--- src/rtl/i2c_arbiter.sv ---
// ---------------------------------------------------------------------------
// i2c_arbiter
//
// Purpose:
//   Shares one single-register I2C write engine between NUM_REQ runtime
//   requesters (clock-chip divider updates, ADC gain writes, debug pokes).
//   Round-robin arbitration, per-requester ack/error reporting and a busy
//   watchdog that forces completion if the engine never releases eng_busy.
//   New grants are held off until `enable` (power-up config done) is high.
//
// State table:
//   IDLE     | waiting for enable & a valid request & idle engine
//   LAUNCH   | eng_start pulse, fields already captured
//   WAIT     | one cycle for the engine to raise eng_busy
//   RUN      | engine working; accumulate NACK, run watchdog
//   COMPLETE | ack (and error) to the granted requester for one cycle
//
// Ports:
//   clk, reset        system clock, synchronous active-high reset
//   enable            arbitration permitted
//   req_valid         per-requester request pending
//   req_address       7-bit slave address, requester i at [7i+6:7i]
//   req_reg_address   register address, requester i at [8i+7:8i]
//   req_data          write data, requester i at [8i+7:8i]
//   req_grant         one-hot, high from grant until ack inclusive
//   req_ack           one-cycle completion pulse to the granted requester
//   req_error         qualifies req_ack: engine NACK or watchdog expiry
//   eng_start         one-cycle start pulse to the engine
//   eng_address       captured slave address
//   eng_reg_address   captured register address
//   eng_data          captured write data
//   eng_busy          engine transaction in progress
//   eng_nack          engine saw a NACK (meaningful while eng_busy)
//   arb_busy          arbiter not idle
//   timeout_flag      sticky watchdog-expiry flag, cleared only by reset
// ---------------------------------------------------------------------------
module i2c_arbiter #(
  parameter int NUM_REQ        = 4,
  parameter int TIMEOUT_CYCLES = 5000000
) (
  input  logic                   clk,
  input  logic                   reset,
  input  logic                   enable,
  input  logic [NUM_REQ-1:0]     req_valid,
  input  logic [7*NUM_REQ-1:0]   req_address,
  input  logic [8*NUM_REQ-1:0]   req_reg_address,
  input  logic [8*NUM_REQ-1:0]   req_data,
  output logic [NUM_REQ-1:0]     req_grant,
  output logic [NUM_REQ-1:0]     req_ack,
  output logic [NUM_REQ-1:0]     req_error,
  output logic                   eng_start,
  output logic [6:0]             eng_address,
  output logic [7:0]             eng_reg_address,
  output logic [7:0]             eng_data,
  input  logic                   eng_busy,
  input  logic                   eng_nack,
  output logic                   arb_busy,
  output logic                   timeout_flag
);

  localparam int IDX_W = (NUM_REQ > 1) ? $clog2(NUM_REQ) : 1;
  localparam int WD_W  = (TIMEOUT_CYCLES > 1) ? $clog2(TIMEOUT_CYCLES) : 1;

  localparam logic [WD_W-1:0]  WD_LAST  = WD_W'(TIMEOUT_CYCLES - 1);
  localparam logic [WD_W-1:0]  WD_MAX   = '1;
  localparam logic [IDX_W-1:0] LAST_RST = IDX_W'(NUM_REQ - 1);

  typedef enum logic [2:0] {
    S_IDLE     = 3'd0,
    S_LAUNCH   = 3'd1,
    S_WAIT     = 3'd2,
    S_RUN      = 3'd3,
    S_COMPLETE = 3'd4
  } state_e;

  state_e               state_q, state_d;
  logic [NUM_REQ-1:0]   grant_q, grant_d;
  logic [IDX_W-1:0]     last_grant_q, last_grant_d;
  logic [WD_W-1:0]      wd_q, wd_d;
  logic                 err_acc_q, err_acc_d;
  logic                 error_q, error_d;
  logic                 tflag_q, tflag_d;
  logic [6:0]           eng_addr_q, eng_addr_d;
  logic [7:0]           eng_reg_q, eng_reg_d;
  logic [7:0]           eng_data_q, eng_data_d;

  // Round-robin winner: first valid bit after last_grant, wrapping.
  logic                 win_found;
  logic [IDX_W-1:0]     win_idx;
  logic [6:0]           sel_addr;
  logic [7:0]           sel_reg;
  logic [7:0]           sel_data;

  always_comb begin
    int sum;
    logic [IDX_W-1:0] pos;
    win_found = 1'b0;
    win_idx   = '0;
    sum       = 0;
    pos       = '0;
    for (int k = 1; k <= NUM_REQ; k++) begin
      sum = (int'(last_grant_q) + k) % NUM_REQ;
      pos = sum[IDX_W-1:0];
      if (!win_found && req_valid[pos]) begin
        win_found = 1'b1;
        win_idx   = pos;
      end
    end
  end

  always_comb begin
    sel_addr = '0;
    sel_reg  = '0;
    sel_data = '0;
    for (int i = 0; i < NUM_REQ; i++) begin
      if (win_idx == IDX_W'(i)) begin
        sel_addr = req_address[7*i +: 7];
        sel_reg  = req_reg_address[8*i +: 8];
        sel_data = req_data[8*i +: 8];
      end
    end
  end

  // Next-state and datapath updates
  always_comb begin
    state_d      = state_q;
    grant_d      = grant_q;
    last_grant_d = last_grant_q;
    wd_d         = wd_q;
    err_acc_d    = err_acc_q;
    error_d      = error_q;
    tflag_d      = tflag_q;
    eng_addr_d   = eng_addr_q;
    eng_reg_d    = eng_reg_q;
    eng_data_d   = eng_data_q;

    case (state_q)
      S_IDLE: begin
        // eng_busy here means the power-up sequencer still owns the engine.
        if (enable && (|req_valid) && !eng_busy && win_found) begin
          state_d          = S_LAUNCH;
          grant_d          = '0;
          grant_d[win_idx] = 1'b1;
          last_grant_d     = win_idx;
          eng_addr_d       = sel_addr;
          eng_reg_d        = sel_reg;
          eng_data_d       = sel_data;
          err_acc_d        = 1'b0;
          error_d          = 1'b0;
          wd_d             = '0;
        end
      end

      S_LAUNCH: state_d = S_WAIT;

      S_WAIT: state_d = S_RUN;

      S_RUN: begin
        wd_d      = (wd_q == WD_MAX) ? wd_q : wd_q + WD_W'(1);
        err_acc_d = err_acc_q | (eng_nack & eng_busy);
        if (!eng_busy) begin
          state_d = S_COMPLETE;
          error_d = err_acc_q;
        end else if (wd_q >= WD_LAST) begin
          state_d = S_COMPLETE;
          error_d = 1'b1;
          tflag_d = 1'b1;
        end
      end

      S_COMPLETE: begin
        state_d = S_IDLE;
        grant_d = '0;
        error_d = 1'b0;
      end

      default: begin
        // Corrupted encoding: drop everything except the sticky flag.
        state_d      = S_IDLE;
        grant_d      = '0;
        last_grant_d = LAST_RST;
        wd_d         = '0;
        err_acc_d    = 1'b0;
        error_d      = 1'b0;
        eng_addr_d   = '0;
        eng_reg_d    = '0;
        eng_data_d   = '0;
      end
    endcase
  end

  always_ff @(posedge clk) begin
    if (reset) begin
      state_q      <= S_IDLE;
      grant_q      <= '0;
      last_grant_q <= LAST_RST;
      wd_q         <= '0;
      err_acc_q    <= 1'b0;
      error_q      <= 1'b0;
      tflag_q      <= 1'b0;
      eng_addr_q   <= '0;
      eng_reg_q    <= '0;
      eng_data_q   <= '0;
    end else begin
      state_q      <= state_d;
      grant_q      <= grant_d;
      last_grant_q <= last_grant_d;
      wd_q         <= wd_d;
      err_acc_q    <= err_acc_d;
      error_q      <= error_d;
      tflag_q      <= tflag_d;
      eng_addr_q   <= eng_addr_d;
      eng_reg_q    <= eng_reg_d;
      eng_data_q   <= eng_data_d;
    end
  end

  // Outputs decoded from state so an illegal encoding shows reset values.
  always_comb begin
    req_grant = '0;
    req_ack   = '0;
    req_error = '0;
    eng_start = 1'b0;
    arb_busy  = 1'b0;
    case (state_q)
      S_IDLE: ;
      S_LAUNCH: begin
        req_grant = grant_q;
        eng_start = 1'b1;
        arb_busy  = 1'b1;
      end
      S_WAIT, S_RUN: begin
        req_grant = grant_q;
        arb_busy  = 1'b1;
      end
      S_COMPLETE: begin
        req_grant = grant_q;
        req_ack   = grant_q;
        req_error = error_q ? grant_q : '0;
        arb_busy  = 1'b1;
      end
      default: ;
    endcase
  end

  assign eng_address     = eng_addr_q;
  assign eng_reg_address = eng_reg_q;
  assign eng_data        = eng_data_q;
  assign timeout_flag    = tflag_q;

endmodule
--- config.mk ---
export PLATFORM = sky130hd
export DESIGN_NAME = i2c_arbiter
export DESIGN_NICKNAME = d
export VERILOG_FILES = /design/src/rtl/i2c_arbiter.sv
export SDC_FILE = /design/constraint.sdc
export NUM_CORES = 1
export LEC_CHECK = 0
export BUFFER_PORTS_ARGS = -buffer_cell sky130_fd_sc_hd__clkbuf_2
export CORE_MARGIN = 2
export CORE_UTILIZATION = 50
export CTS_BUF_LIST = sky130_fd_sc_hd__clkbuf_2
export DETAILED_ROUTE_END_ITERATION = 10
export PLACE_DENSITY = 0.87
export SLEW_MARGIN = 0
export SYNTH_ARGS = -nofsm -noshare
export SYNTH_HDL_FRONTEND = slang
export SYNTH_SLANG_ARGS = --single-unit
export TNS_END_PERCENT = 5
--- constraint.sdc ---
create_clock -name clk -period 4.4 [get_ports clk]
set_clock_uncertainty 0.2 [all_clocks]
set_input_delay 0.22 -clock clk [delete_from_list [all_inputs] [get_ports clk]]
set_output_delay 0.22 -clock clk [all_outputs]
set_load 0.03 [all_outputs]
==> reports/metrics.csv <==
stage,metric,value,unit
logic_synthesis,synth_area,0.00324,mm²
place,place.gp.congestion,0.838,
clock_network,h-tree-depth,3,
sta,hold_viol,0,
pwr,p_leak,2.11,nW
clock_network,cts_root_buf,clkbuf_2,
logic_synthesis,synthTopCellsByCount,"dfxtp_1, nor2_1, mux2i_1, o21ai_0, a21oi_1",
logic_synthesis,synthMuxAreaShare,12.3,%
routing,drc,0,
critical_path,path_class,flop to flop,
critical_path,crit_chain,"nor2b_1, o21a_1, nor3_4, buf_12, mux2i_1, dlygate4sd3_1, nor2_1, a221o_1, dlygate4sd3_1",
final_layout,nNetsFinal,662,
routing,firstDrtPassIters,7,
sta,tightest_slew,952,ps
die,ios,139,
place,portBuffers,138,
logic_synthesis,synth-edff-count,0,
logic_synthesis,yosys_warnings,0,
clock_network,cts_tree,yes,
logic_synthesis,synth.distinct_cells,51,
final_layout,drive_gt1_share,31.4,%
global_routing,grt_pass1_wl,19.6,mm
global_routing,grt_use_total,34.4,%
routing,finalWirelength,12.4,mm
clock_network,cts_resized,0,
clock_network,clockBufferDepth,2,
die,dieArea,0.00714,mm²
critical_path,worstPathArrival,4130,ps
critical_path,crit_path_top_delay_cell,nor3_4,
sta,tns,0,ps
logic_synthesis,synth_area_leaders,"dfxtp_1, mux2i_1, mux2_2, nor2_1, a221o_1",
logic_synthesis,synthCells,365,
critical_path,endpoint_kind,flop,
logic_synthesis,synth-seq-cells,58,
routing,vias_per_cell,6.17,
logic_synthesis,ys_seq_area_share,35.9,%
sta,slew_violations,0,
logic_synthesis,avgSynthCellArea,8.87,µm²
sta,rsz0062_at_grt,no,
run,maxCapViolCount,0,
logic_synthesis,yosys.area_share.simple,24.7,%
sta,finalSetupViolations,0,
final_layout,n_fill_cell,413,
sta,fin_ws,508,ps
global_routing,antenna_found_initial,1,
die,fp.dieW,84.5,µm
sta,clock.fmax,0.257,GHz
routing,ant_nets,0,
global_routing,grt_max_degree,30,
global_routing,overflow,0,
die,num_rows,29,
routing,routedWlPerCell,19.3,µm
pwr,ir_drop,0.000162,V
logic_synthesis,synth-adder-area-share,0.696,%
logic_synthesis,synth_async_sr_flop_share,0,%
logic_synthesis,synth_top_family_by_area,simple AND/OR/NAND/NOR gates,
routing,vias,3962,
sta,finalCritPeriodShare,88.5,%
clock_network,cts.sinks,58,
global_routing,grt_pass1_vias,4016,
clock_network,numCtsBuffers,9,
logic_synthesis,yosysTopAreaCell,dfxtp_1,
clock_network,cts.clk_slew.worst_paths,200,ps
logic_synthesis,yosysMostFrequentCell,dfxtp_1,
critical_path,crit_path_start_kind,flop,
logic_synthesis,synth_compound_area_share,19.5,%
place,dp_slack,1600,ps
logic_synthesis,synth_xor_area_share,3.25,%
logic_synthesis,ys.flop_type,dfxtp_1,
place,hpwl,6.72,mm
pwr,power.density,265,mW/mm²
die,coreArea,0.00631,mm²
sta,fin_crit,3890,ps
critical_path,required,4630,ps
logic_synthesis,synth_top_area_share,35.9,%
outcome,outcome,finished clean,
die,initial_utilization,51.3,%
critical_path,slowest_delay,800,ps
critical_path,path_max_fanout,29,
critical_path,cp_common_cell,dlygate4sd3_1,
final_layout,syn2layout_area_growth,44.8,%
hold_path,hold_path_class,input port to flop,
die,die_y,84.5,µm
routing,detail_route.iter0.violations,396,
logic_synthesis,synth_nets,467,
clock_network,clkLatencyLatePin,510,ps
sta,slew_headroom,36.3,%
[power breakdown]
part	total, mW	switching (mW)	internal, mW	leakage (nW)
clock network	0.330	0.205	0.125	0.0643
registers	0.569	0.0219	0.548	0.470
logic	0.342	0.175	0.167	1.58
total	1.24	0.403	0.839	2.11
[cell families (layout without fill, tap and decap cells)]
| logic type | after synthesis | after routing |
|---|---|---|
| mux | 38 | 38 |
| simple gates | 140 | 140 |
| flops | 58 | 58 |
| fa+ha+maj | 2 | 2 |
| other cells | 0 | 1 |
| xor+xnor | 12 | 12 |
| compound gates | 91 | 91 |
| buf+inv | 24 | 223 |
[timing repair]
item / 4_1_cts / 5_1_grt
setup buffers: 0 / 0
hold endpoints to repair: 33 / 0
setup endpoints to repair: 0 / 0
hold buffers: 64 / 0
[cell usage in the layout (no fill, tap or decap), types with 3 or more instances in the layout]
master and count:
or3_1 9, nor3b_1 3, nand4_1 6, nand2_1 12, inv_1 4, nand3_1 11
a21oi_1 18, nand2b_1 6, mux2i_1 24, xor2_1 4, o211ai_1 3, o21ai_0 23
o21a_1 3, clkinv_1 3, o2bb2ai_1 9, a221o_1 13, and3_1 11, mux2_2 14
nor3_1 9, nor2b_1 6, a22oi_1 10, or2_2 3, and4_1 5, nor2_1 35
clkbuf_2 148, xnor2_1 8, dfxtp_1 58, nor4_1 3, and2_1 8, dlygate4sd3_1 64
[per-stage QoR]
step | hold slack [ps] | utilization (%) | power (mW) | std cells | instance area (µm²)
4_1_cts | 83.9 | 74.2 | 1.20 | 641 | 4690
2_1_floorplan | 158 | - | 0.736 | 365 | 3240
3_3_place_gp | 244 | 62.5 | 0.823 | 562 | 3950
3_5_place_dp | 246 | 62.5 | 0.829 | 562 | 3950
6_report | 161 | 74.3 | 1.24 | 642 | 4690
5_1_grt | 183 | 74.3 | 1.28 | 642 | 4690
[flip-flops by register name, indices dropped and copies added, names as in the netlist]
name             count
error_q              1
state_q              3
eng_data             8
wd_q                23
eng_reg_address      8
last_grant_q         2
timeout_flag         1
eng_address          7
err_acc_q            1
grant_q              4
[per-layer routing]
metal	up-vias	GRT usage (%)	wire length, µm
met5	-	0	0
met4	0	22.8	856
met3	85	9.64	1110
met2	297	57.6	5950
met1	1821	38.1	4490
li1	1759	-	-
[final cells by class]
type | instances | area [µm²] | area share (%)
Clock buffer | 10 | 50.0 | 1.07
Multi-Input combinational cell | 283 | 1960 | 41.8
Clock inverter | 5 | 46.3 | 0.987
Tap cell | 77 | 96.3 | 2.05
Sequential cell | 58 | 1160 | 24.8
Timing Repair Buffer | 204 | 1360 | 29.0
Inverter | 4 | 15.0 | 0.320
Antenna cell | 1 | 2.50 | 0.0534
[critical path: cells and delay by family (launching register included)]
family / cells / cell delay, ps
mux: 1 / 210
buf+inv: 3 / 1450
compound gates: 2 / 570
simple gates: 3 / 970
flops: 1 / 430
[final timing paths]
path,startpoint,to,slack [ps],depth (start not counted)
hold reg to reg,wd_q[1],wd_q[1],310,2
hold / removal,enable,state_q[0],160,5
setup / recovery,last_grant_q[0],eng_data[5],510,9
setup reg to reg,last_grant_q[0],eng_data[5],510,9
Power figures use the tool's default switching activity.
